### src/rtl/sr_ctrl_pkg.sv
// ============================================================================
// Module   : sr_ctrl_pkg
// Brief    : Shared types and constants for the gated SR latch controller.
// Revision : 1.0
// ============================================================================
`default_nettype none

package sr_ctrl_pkg;

    typedef enum logic [2:0] {
        ST_IDLE  = 3'd0,
        ST_SETUP = 3'd1,
        ST_PULSE = 3'd2,
        ST_HOLD  = 3'd3,
        ST_CHECK = 3'd4,
        ST_CLR   = 3'd5
    } state_t;

    localparam logic OP_SET = 1'b1;
    localparam logic OP_CLR = 1'b0;

    function automatic int sr_max(input int a, input int b);
        return (a > b) ? a : b;
    endfunction

endpackage

`default_nettype wire

### src/rtl/sr_latch_arb_ctrl_rr_arbiter.sv
// ============================================================================
// Module   : rr_arbiter
// Brief    : Combinational round-robin arbiter: first set request at or after
//            the pointer, wrapping; returns a one-hot grant and its index.
// Revision : 1.0
// ============================================================================
`default_nettype none

module rr_arbiter #(
    parameter int N  = 4,
    parameter int PW = (N > 1) ? $clog2(N) : 1
) (
    input  logic [N-1:0]  i_req,
    input  logic [PW-1:0] i_ptr,
    output logic [N-1:0]  o_gnt,
    output logic [PW-1:0] o_idx,
    output logic          o_any
);

    localparam logic [PW:0] c_N = (PW + 1)'(N);

    logic [PW:0] w_pos;

    always_comb begin
        o_gnt = '0;
        o_idx = '0;
        o_any = 1'b0;
        w_pos = '0;
        for (int i = 0; i < N; i++) begin
            // Pointer plus offset stays below 2N, so one subtraction wraps it.
            w_pos = {1'b0, i_ptr} + (PW + 1)'(i);
            if (w_pos >= c_N) begin
                w_pos = w_pos - c_N;
            end
            if (!o_any && i_req[w_pos[PW-1:0]]) begin
                o_any = 1'b1;
                o_idx = w_pos[PW-1:0];
            end
        end
        o_gnt[o_idx] = o_any;
    end

endmodule

`default_nettype wire

### src/rtl/sr_latch_arb_ctrl.sv
// ============================================================================
// Module   : sr_latch_arb_ctrl
// Brief    : Round-robin sequencer driving one shared gated SR latch through
//            SETUP / enable-pulse / HOLD / CHECK, plus a global latch clear.
// Revision : 1.0
// ============================================================================
`default_nettype none

module sr_latch_arb_ctrl
    import sr_ctrl_pkg::*;
#(
    parameter int NUM_REQ   = 4,
    parameter int SETUP_CYC = 1,
    parameter int PULSE_CYC = 2
) (
    input  logic               clk,
    input  logic               reset_n,
    input  logic [NUM_REQ-1:0] req,
    input  logic [NUM_REQ-1:0] req_op,
    input  logic               clr_all,
    output logic [NUM_REQ-1:0] gnt,
    output logic               done,
    output logic               busy,
    output logic               err,
    output logic               latch_S,
    output logic               latch_R,
    output logic               latch_en,
    output logic               latch_reset,
    input  logic               latch_Q,
    input  logic               latch_Q_n
);

    localparam int PW = (NUM_REQ > 1) ? $clog2(NUM_REQ) : 1;
    localparam int CW = $clog2(sr_max(SETUP_CYC, PULSE_CYC) + 1);

    localparam logic [CW-1:0] c_SETUP = CW'(SETUP_CYC);
    localparam logic [CW-1:0] c_PULSE = CW'(PULSE_CYC);
    localparam logic [CW-1:0] c_ONE   = CW'(1);
    localparam logic [PW-1:0] c_LAST  = PW'(NUM_REQ - 1);

    state_t             r_state, w_nxt_state;
    logic [CW-1:0]      r_cnt, w_nxt_cnt;
    logic [PW-1:0]      r_ptr, w_nxt_ptr;
    logic               r_exp, w_nxt_exp;
    logic [NUM_REQ-1:0] r_gnt, w_nxt_gnt;
    logic               r_err, w_nxt_err;
    logic               r_clr_pend, w_nxt_clr_pend;
    logic               r_done, w_nxt_done;
    logic               r_busy, w_nxt_busy;
    logic               r_S, w_nxt_S;
    logic               r_R, w_nxt_R;
    logic               r_en, w_nxt_en;
    logic               r_lrst, w_nxt_lrst;

    logic [NUM_REQ-1:0] w_arb_gnt;
    logic [PW-1:0]      w_win;
    logic               w_any;

    rr_arbiter #(
        .N  (NUM_REQ),
        .PW (PW)
    ) u_arb (
        .i_req (req),
        .i_ptr (r_ptr),
        .o_gnt (w_arb_gnt),
        .o_idx (w_win),
        .o_any (w_any)
    );

    always_ff @(posedge clk or negedge reset_n) begin
        if (!reset_n) begin
            r_state    <= ST_IDLE;
            r_cnt      <= '0;
            r_ptr      <= '0;
            r_exp      <= 1'b0;
            r_gnt      <= '0;
            r_err      <= 1'b0;
            r_clr_pend <= 1'b0;
            r_done     <= 1'b0;
            r_busy     <= 1'b0;
            r_S        <= 1'b0;
            r_R        <= 1'b0;
            r_en       <= 1'b0;
            r_lrst     <= 1'b0;
        end else begin
            r_state    <= w_nxt_state;
            r_cnt      <= w_nxt_cnt;
            r_ptr      <= w_nxt_ptr;
            r_exp      <= w_nxt_exp;
            r_gnt      <= w_nxt_gnt;
            r_err      <= w_nxt_err;
            r_clr_pend <= w_nxt_clr_pend;
            r_done     <= w_nxt_done;
            r_busy     <= w_nxt_busy;
            r_S        <= w_nxt_S;
            r_R        <= w_nxt_R;
            r_en       <= w_nxt_en;
            r_lrst     <= w_nxt_lrst;
        end
    end

    always_comb begin
        w_nxt_state    = r_state;
        w_nxt_cnt      = r_cnt;
        w_nxt_ptr      = r_ptr;
        w_nxt_exp      = r_exp;
        w_nxt_gnt      = r_gnt;
        w_nxt_err      = r_err;
        // A clear arriving mid-sequence is remembered for the next IDLE.
        w_nxt_clr_pend = r_clr_pend |
                         (clr_all & (r_state != ST_IDLE) & (r_state != ST_CLR));

        case (r_state)
            ST_IDLE: begin
                if (clr_all || r_clr_pend) begin
                    w_nxt_state    = ST_CLR;
                    w_nxt_cnt      = c_PULSE;
                    w_nxt_clr_pend = 1'b0;
                end else if (w_any) begin
                    w_nxt_state = ST_SETUP;
                    w_nxt_cnt   = c_SETUP;
                    w_nxt_gnt   = w_arb_gnt;
                    w_nxt_exp   = req_op[w_win];
                    w_nxt_ptr   = (w_win == c_LAST) ? '0 : w_win + 1'b1;
                end
            end
            ST_SETUP: begin
                if (r_cnt == c_ONE) begin
                    w_nxt_state = ST_PULSE;
                    w_nxt_cnt   = c_PULSE;
                end else begin
                    w_nxt_cnt = r_cnt - c_ONE;
                end
            end
            ST_PULSE: begin
                if (r_cnt == c_ONE) begin
                    w_nxt_state = ST_HOLD;
                    w_nxt_cnt   = '0;
                end else begin
                    w_nxt_cnt = r_cnt - c_ONE;
                end
            end
            ST_HOLD: begin
                // Latch has settled by HOLD, so err is valid alongside done.
                w_nxt_state = ST_CHECK;
                if ((latch_Q != r_exp) || (latch_Q == latch_Q_n)) begin
                    w_nxt_err = 1'b1;
                end
            end
            ST_CHECK: begin
                w_nxt_state = ST_IDLE;
                w_nxt_gnt   = '0;
            end
            ST_CLR: begin
                if (r_cnt == c_ONE) begin
                    w_nxt_state = ST_IDLE;
                    w_nxt_cnt   = '0;
                end else begin
                    w_nxt_cnt = r_cnt - c_ONE;
                end
            end
            default: begin
                w_nxt_state = ST_IDLE;
                w_nxt_cnt   = '0;
                w_nxt_gnt   = '0;
            end
        endcase

        // Pin values are decoded from the next state so every output is a flop.
        w_nxt_S    = ((w_nxt_state == ST_SETUP) || (w_nxt_state == ST_PULSE)) &&
                     (w_nxt_exp == OP_SET);
        w_nxt_R    = ((w_nxt_state == ST_SETUP) || (w_nxt_state == ST_PULSE)) &&
                     (w_nxt_exp == OP_CLR);
        w_nxt_en   = (w_nxt_state == ST_PULSE);
        w_nxt_lrst = (w_nxt_state == ST_CLR);
        w_nxt_done = (w_nxt_state == ST_CHECK) ||
                     ((w_nxt_state == ST_CLR) && (w_nxt_cnt == c_ONE));
        w_nxt_busy = (w_nxt_state != ST_IDLE);
    end

    assign gnt         = r_gnt;
    assign done        = r_done;
    assign busy        = r_busy;
    assign err         = r_err;
    assign latch_S     = r_S;
    assign latch_R     = r_R;
    assign latch_en    = r_en;
    assign latch_reset = r_lrst;

endmodule

`default_nettype wire

### config.mk
export PLATFORM = sky130hd
export DESIGN_NAME = sr_latch_arb_ctrl
export DESIGN_NICKNAME = d
export VERILOG_FILES = /design/src/rtl/sr_ctrl_pkg.sv /design/src/rtl/sr_latch_arb_ctrl_rr_arbiter.sv /design/src/rtl/sr_latch_arb_ctrl.sv
export SDC_FILE = /design/constraint.sdc
export NUM_CORES = 1
export LEC_CHECK = 0
export CORE_ASPECT_RATIO = 1.1
export CORE_MARGIN = 1.5
export CORE_UTILIZATION = 45
export DETAILED_ROUTE_END_ITERATION = 6
export GPL_TIMING_DRIVEN = 1
export PLACE_DENSITY = 0.71
export RECOVER_POWER = 100
export SLEW_MARGIN = 30
export SYNTH_ARGS = -nofsm -noshare
export SYNTH_HDL_FRONTEND = slang
export SYNTH_SLANG_ARGS = --single-unit
### constraint.sdc
create_clock -name clk -period 2.45 [get_ports clk]
set_clock_uncertainty 0.1 [all_clocks]
set_input_delay 0.735 -clock clk [delete_from_list [all_inputs] [get_ports clk]]
set_output_delay 0.735 -clock clk [all_outputs]
set_load 0.01 [all_outputs]
# Word-level counts from Yosys, hierarchy flattened
# Cells that the tools add are included.
[totals]
register_bits = 20
word_cells = 123
in_bits = 13
[op_classes]
n_mux = 44
bitwise = 7
n_eq_ne = 17
n_reduce_logical = 23
n_addsub = 9
magnitude_cmp = 10
[op_table]
columns = ["op", "count"]
rows = [
  ["2-to-1 mux 2 bit", 13],
  ["less-than comparator 2 x 3 -> 1 bit, second input constant", 5],
  ["2-to-1 mux 1 bit", 15],
  ["2-to-1 mux 3 bit", 5],
  ["case mux 3 bit (5 select lines)", 1],
  ["== test 3 bit, second input constant", 4],
  ["binary-select mux 1 bit (select 2 bit)", 5],
  ["subtractor 2 x 1 -> 2 bit, second input constant", 5],
  ["== test 3 x 2 -> 1 bit, second input constant", 3],
  ["greater-or-equal comparator 3 bit, second input constant", 3],
  ["2-to-1 mux 4 bit", 2],
  ["case mux 2 bit (4 select lines)", 1],
  ["case mux 4 bit (2 select lines)", 1],
  ["logical AND 1 bit", 7],
  ["adder 2 x 2 -> 3 bit, second input constant", 2],
  ["== test 3 x 1 -> 1 bit, second input constant", 2],
  ["AND reduction 3 bit", 2],
  ["nonzero test 3 bit", 2],
  ["AND 4 bit", 1],
  ["== test 2 x 1 -> 1 bit, second input constant", 2],
  ["logical OR 1 bit", 4],
  ["OR reduction 2 bit", 2],
  ["OR reduction 4 bit", 1],
  ["adder 2 x 1 -> 3 bit, second input constant", 1],
  ["other kinds (16)", 21],
]

# Longest topological paths before layout
# Gate-level depths: netlist of run 1.
[depth]
ltp_word = 22
ltp_mapped = 7

# Modules after synthesis
# From an unflattened synthesis of run 1, not the netlist that was laid out.
[hier_totals]
cells_unflattened = 132
area_unflattened_um2 = 1286.2
[modules_own_cells]
columns = ["mod", "area_each_um2", "cells_each", "n_inst", "seq_area_each_um2"]
rows = [
  ["sr_latch_arb_ctrl", 1103.6, 100, 1, 500.5],
  ["rr_arbiter", 182.7, 32, 1, 0.0],
]

# Worst setup path after synthesis of run 1
# Ideal clock, no wire load.
[synth_timing]
path_kind = "input to register"
start = "input clr_all"
end = "register r_S (netlist: latch_S)"
arrival_time_ps = 2154
stages = 6
n_path_buf = 1
slack_ps = 60
cell_sequence = "or2_2 or3_1 buf_2 a21o_1 a2111oi_4 nor4b_1"
[synth_between]
elab_chain_len = 6
elab_cells_between_ends = 9
[synth_lines]
columns = ["item", "line_no", "rtl"]
rows = [
  ["from (decl)", "sr_latch_arb_ctrl.sv:20", "input logic clr_all,"],
  ["logical OR 1 bit (*)", "sr_latch_arb_ctrl.sv:115", "if (clr_all || r_clr_pend) begin"],
  ["2-to-1 mux 3 bit", "sr_latch_arb_ctrl.sv:115", ""],
  ["case mux 3 bit (5 select lines)", "sr_latch_arb_ctrl.sv:113", "case (r_state)"],
  ["== test 3 x 1 -> 1 bit / == test 3 x 2 -> 1 bit (equally long branches)", "sr_latch_arb_ctrl.sv:170", "w_nxt_S = ((w_nxt_state == ST_SETUP) || (w_nxt_state == ST_PULSE)) &&"],
  ["logical OR 1 bit", "sr_latch_arb_ctrl.sv:170", ""],
  ["logical AND 1 bit (*)", "sr_latch_arb_ctrl.sv:170", ""],
  ["via w_nxt_S", "sr_latch_arb_ctrl.sv:50", "logic r_S, w_nxt_S;"],
  ["to (signal assigned)", "sr_latch_arb_ctrl.sv:95", "r_S <= w_nxt_S;"],
  ["to (decl)", "sr_latch_arb_ctrl.sv:50", ""],
]
# Mark *: on every way through the listed nets, which the timed path passes. The rest lies on a longest branch.
# A chain may end at the register's enable or synchronous reset.

# Worst setup path in the final report of run 1
# Same ends and word-level chain as after synthesis.

==> flow_metrics.py, run 1 <==
metrics = {
    "run_status": {
        "status": "complete, no violations",
    },
    "synthesis": {
        "synth_top_area_frac": 0.426,
        "yosys.area_share.simple": 0.220,
        "syn_avg_cell_area_um2": 9.40,
        "syn_inst": 125,
        "synth_seq_cells": 20,
        "synthArstFlopShare": 1.00,
        "synthAdderAreaFrac": 0.0639,
        "synth_area_um2": 1170,
        "yosys-top-cells-area": "dfrtp_1, ha_1, o21ai_0",
        "synth_ff_type": "dfrtp_1",
        "synth-edff-count": 0,
        "synth_top_family_by_area": "compound AO/OA/AOI/OAI gates",
        "synth_largest_area_cell": "dfrtp_1",
        "synth_compound_area_frac": 0.224,
        "synth_nets": 144,
        "synth_cell_types": 45,
        "seq_area_frac_synth": 0.426,
        "synthXorXnorAreaFrac": 0,
        "synthMuxAreaShare": 0.0266,
        "yosysWarningCount": 0,
    },
    "route": {
        "maxUsedRoutingLayer": "met4",
        "drtPass1Iterations": 4,
        "dr_total_vias": 1070,
        "wl_met3_um": 128,
        "drt_iter0_markers": 17,
        "detail-route-antenna-nets": 0,
        "wl_per_cell_um": 13.9,
        "wl_mm": 2.74,
        "met1_length_mm": 1.18,
        "drc": 0,
        "met2_length_mm": 1.38,
        "vias_per_cell": 5.43,
    },
    "layout": {
        "layout_common_cells": "dfrtp_1, nand2_1, o21ai_0, buf_4, dlygate4sd3_1",
        "nFillCells": 220,
        "final_common_cell": "dfrtp_1",
        "antenna_cells": 0,
        "layout.nets": 186,
        "area_growth_pct": 36.5,
        "fin_area_um2": 1600,
        "drive_above_1_share": 0.157,
        "utilization": 0.643,
    },
    "cts": {
        "cts_sinks": 20,
        "cts_tree": "built",
        "clk_pin_slew_ps": 120,
        "post-cts-setup-buffer-count": 0,
        "hold_buffers": 0,
        "clk_latency_ps": 310,
        "cts_root_buf": "clkbuf_4",
        "cts_buffers": 3,
        "clock_path_buffers": 2,
        "ctsHtreeMaxLevel": 1,
    },
    "hold_path": {
        "hold_depth": 1,
        "hold_path.startpoint": "err",
        "hold_class": "reg2reg",
    },
    "critical_path": {
        "path_depth": 6,
        "path_max_fanout": 5,
        "required_ps": 2570,
        "timing.rr.start": "r_state[2]",
        "reg2reg_depth": 5,
        "cpLargestDelayFamily": "simple AND/OR/NAND/NOR gates",
        "critPathSlowestCell": "clkdlybuf4s50_1",
        "crit_chain": "clkdlybuf4s50_1 > or2_2 > or3_1 > buf_4 > nor2b_1 > nor4b_1",
        "cp-startpoint": "clr_all",
        "slowest_delay_ps": 420,
        "cp-end-kind": "register",
        "crit_path_start_kind": "input pin",
        "arrival_ps": 2490,
        "critPathBufInv": 2,
        "criticalPathCategory": "in2reg",
    },
    "power": {
        "intPower_w": 0.00118,
        "ir_worst_vdd_mv": 0.891,
        "clockPowerShare": 0.140,
        "p_per_area_nw_per_um2": 1220,
        "comb_power_share": 0.554,
        "pwr-share-seq": 0.306,
        "power.switching_w": 0.000768,
        "switching_share": 0.394,
        "p_leak_nw": 0.697,
    },
    "die": {
        "fp.dieH_um": 56.6,
        "initial_utilization": 0.471,
        "die_width_um": 51.7,
        "core_um2": 2500,
        "die_area_um2": 2930,
        "io_pins": 24,
        "row_count": 19,
    },
    "timing": {
        "relSlewSlack": 0.289,
        "setup_slack_ps": 74.8,
        "max_freq_ghz": 0.421,
        "worstMarginPinSlew_ps": 1070,
        "setup_violations": 0,
        "hold_viol": 0,
        "slew_viol_final": 0,
        "layout_min_cycle_time_ps": 2380,
        "rsz0062_at_grt": "yes",
        "fin_crit_sh": 0.969,
    },
    "global_routing": {
        "antenna_found_initial": 0,
        "grt_overflow": 0,
        "grt_pass1_wl_mm": 4.62,
        "grt_pass1_vias": 1036,
        "grt_max_degree": 21,
        "grt_use_total": 0.212,
    },
    "placement": {
        "dp_slack_ps": -336,
        "numPortBuffers": 23,
        "dpl.hpwl_mm": 2.14,
        "gp_congestion": 0.801,
        "place_area_um2": 1560,
    },
    "flow_run": {
        "drv_cap": 0,
    },
}
worst register-to-register path, cell delays in order, from the launching register on:
cell and delay [ps]:
dfrtp_1 500, or3_4 400, or3_1 350, buf_4 170, nor2b_1 150, nor4b_1 300
sequential cells by signal (all words and copies together) (netlist names):
| register | flops |
|---|---|
| gnt | 4 |
| r_state | 3 |
| r_cnt | 2 |
| r_ptr | 2 |
| busy | 1 |
| done | 1 |
| err | 1 |
| latch_R | 1 |
| latch_S | 1 |
| latch_en | 1 |
| latch_reset | 1 |
| r_clr_pend | 1 |
| r_exp | 1 |
stage by stage:
step | hold WS (ps) | TNS (ps) | power (W) | instances
3_5_place_dp | 371 | -2250 | 0.00170 | 193
3_3_place_gp | 359 | -1820 | 0.00166 | 193
4_1_cts | 402 | 0 | 0.00198 | 197
6_report | 387 | 0 | 0.00195 | 197
5_1_grt | 421 | -25.3 | 0.00211 | 197
2_1_floorplan | 339 | 0 | 0.00124 | 125
kinds of logic after synthesis:
| group | after synthesis |
|---|---|
| and+or+nand+nor | 49 |
| AOI/OAI and AO/OA | 37 |
| DFF | 20 |
| buffers and inverters | 10 |
| adders and majority gates | 6 |
| muxes | 3 |
synthesized netlist by cell type (all sizes together) (2+ instances only):
cell type / n
ha: 6
nand2: 13
a31oi: 2
nand3b: 2
dfrtp: 20
clkbuf: 2
nor4: 3
a22oi: 4
or3: 3
o211ai: 2
mux2i: 2
nand2b: 2
or2: 2
nand3: 2
nor2: 12
inv: 6
a21oi: 3
buf: 2
o21ai: 13
metal layers:
layer  global-route usage  vias to the layer above
met3               0.0426                        6
met1                0.279                      499
met2                0.348                       29
li1                     -                      536
met5                    0                        -
met4               0.0639                        0
power groups by stage:
stage	logic [W]	clock network (W)	registers (W)
finish	0.00108	0.000273	0.000597
detailed placement	0.00109	0	0.000609
global route	0.00120	0.000289	0.000617
global placement	0.00106	0	0.000600
CTS	0.00110	0.000277	0.000602
floorplan	0.000618	0	0.000617
final timing paths:
check                          end  slack [ps]
setup / recovery           latch_S          70
hold / removal                 err         390
setup reg to reg           latch_S         380
hold reg to reg                err         390
max in group asynchronous     done         590
min in group asynchronous     busy        1020
what timing repair did:
action	4_1_cts	5_1_grt
gates resized for setup	0	3
hold endpoints to repair	0	0
endpoints found under the setup margin	0	6
cell type report:
cell class,instances,area [um2],share of cell area
Inverter,6,22.5,0.0140
Tap cell,31,38.8,0.0242
Clock buffer,3,22.5,0.0140
Sequential cell,20,500,0.312
Multi-Input combinational cell,95,637,0.397
Timing Repair Buffer,41,353,0.220
Clock inverter,1,30.0,0.0187
(Power assumes the default switching activity.)
==> run 2, diff against run 1 <==
- PLACE_DENSITY: 0.71 -> 0.68
==> run 2 against run 1 <==
Effect of this change: sequential cell count is the same; fmax grew 0.22%; power shrank 2.6%; global-route usage grew 0.86 points; hold slack gained 12 ps; final cell count grew 1.0%; die area is the same; critical endpoint unchanged.
==> flow_metrics.py, run 2 (synthesis gave the netlist of run 1 again) <==
metrics = {
    "critical_path": {
        "required_ps": 2560,
        "crit_path_start_kind": "input pin",
        "critPathBufInv": 2,
        "cp-end-kind": "register",
        "path_max_fanout": 3,
        "arrival_ps": 2480,
        "critPathSlowestCell": "clkdlybuf4s50_1",
        "crit_chain": "clkdlybuf4s50_1 > or2_2 > or3_1 > clkbuf_1 > nor2b_1 > nor4b_2",
        "criticalPathCategory": "in2reg",
        "cpLargestDelayFamily": "simple AND/OR/NAND/NOR gates",
        "slowest_delay_ps": 430,
    },
    "timing": {
        "rsz0062_at_grt": "no",
        "fin_crit_sh": 0.967,
        "relSlewSlack": 0.306,
        "max_freq_ghz": 0.422,
        "worstMarginPinSlew_ps": 1040,
        "layout_min_cycle_time_ps": 2370,
        "hold_viol": 0,
        "whs_ps": 399,
        "setup_violations": 0,
        "slew_viol_final": 0,
    },
    "die": {
        "core_um2": 2500,
        "die_area_um2": 2930,
        "io_pins": 24,
        "initial_utilization": 0.471,
        "fp.dieH_um": 56.6,
        "die_width_um": 51.7,
        "row_count": 19,
    },
    "cts": {
        "clk_pin_slew_ps": 110,
        "clock_path_buffers": 2,
        "cts_tree": "built",
        "clk_latency_ps": 300,
        "cts_buffers": 3,
        "ctsHtreeMaxLevel": 1,
        "cts_sinks": 20,
        "cts_root_buf": "clkbuf_4",
    },
    "layout": {
        "layout_common_cells": "dfrtp_1, buf_4, nand2_1, o21ai_0, dlygate4sd3_1",
        "largest_register_ffs": 4,
        "final_common_cell": "dfrtp_1",
        "final_cell_count_no_fill": 199,
        "layout.nets": 188,
        "antenna_cells": 0,
        "drive_above_1_share": 0.185,
        "area_growth_pct": 37.4,
        "utilization": 0.647,
    },
    "route": {
        "drt_iter0_markers": 27,
        "drtPass1Iterations": 6,
        "wl_mm": 2.82,
        "drc": 0,
        "detail-route-antenna-nets": 0,
        "wl_per_cell_um": 14.2,
        "vias_per_cell": 5.52,
        "dr_total_vias": 1099,
    },
    "placement": {
        "gp_congestion": 0.854,
        "dp_cells": 195,
        "numPortBuffers": 23,
        "dpl.hpwl_mm": 2.24,
    },
    "global_routing": {
        "grt_pass1_wl_mm": 4.91,
        "antenna_found_initial": 0,
        "grt_pass1_vias": 1082,
        "grt_use_total": 0.220,
        "grt_overflow": 0,
        "grt_max_degree": 21,
    },
    "power": {
        "ir_worst_vdd_mv": 0.742,
        "p_leak_nw": 0.710,
        "p_per_area_nw_per_um2": 1180,
        "power.total_w": 0.00190,
    },
    "flow_run": {
        "drv_cap": 0,
    },
    "run_status": {
        "status": "complete, no violations",
    },
    "hold_path": {
        "hold_class": "reg2reg",
    },
}
[run 2: where the power goes]
| group | leakage (nW) | internal (W) | switching, W |
|---|---|---|---|
| Sequential | 0.238 | 0.000482 | 0.000117 |
| Clock | 0.0210 | 0.0000905 | 0.000105 |
| Combinational | 0.451 | 0.000559 | 0.000547 |
| Total | 0.710 | 0.00113 | 0.000769 |
[run 2: worst paths after layout]
| path | cells past startpoint | slack (ps) | from | endpoint |
|---|---|---|---|---|
| setup / recovery | 6 | 80 | clr_all | latch_S |
| hold / removal | 1 | 400 | err | err |
| setup reg to reg | 5 | 420 | r_state[2] | latch_S |
| hold reg to reg | 1 | 400 | err | err |
| max in group asynchronous | 2 | 600 | reset_n | r_ptr[0] |
| min in group asynchronous | 2 | 1020 | reset_n | gnt[0] |
[run 2: worst register-to-register path: stages (launching register included)]
cell and delay (ps):
dfrtp_1 490, or3_4 400, or3_1 350, clkbuf_1 160, nor2b_1 180, nor4b_2 270
[run 2: stage by stage]
| step | setup WS, ps | cell area, um2 | setup TNS, ps |
|---|---|---|---|
| after detailed placement | -322 | 1570 | -2440 |
| after floorplan | 60.2 | 1170 | 0 |
| after global placement | -312 | 1570 | -1920 |
| after CTS | 38.1 | 1610 | 0 |
| final | 80.0 | 1610 | 0 |
| after global routing | 3.80 | 1610 | 0 |
[run 2: repair_timing]
action / CTS / global route
gates resized for setup: 0 / 5
setup buffers: 0 / 0
pin swaps: 1 / 0
setup endpoints to repair: 1 / 8
hold buffers: 0 / 0
[run 2: metal layers]
layer	up-vias	track usage	wire (um)
met4	0	0.0602	39
met5	-	0	0
met1	525	0.294	1220
li1	543	-	-
met2	27	0.374	1470
met3	4	0.0266	85
[run 2: final cells by class]
cell class                      instances  area, um2
Clock buffer                            4       36.3
Sequential cell                        20        500
Multi-Input combinational cell         95        643
Inverter                                6       22.5
Tap cell                               31       38.8
Timing Repair Buffer                   43        373
Fill cell                             220        882
==> run 3, diff against run 2 <==
- PLACE_DENSITY: 0.68 -> 0.71
==> results of run 3 <==
The final DEF is identical to that of run 1; final timing and power are the same.
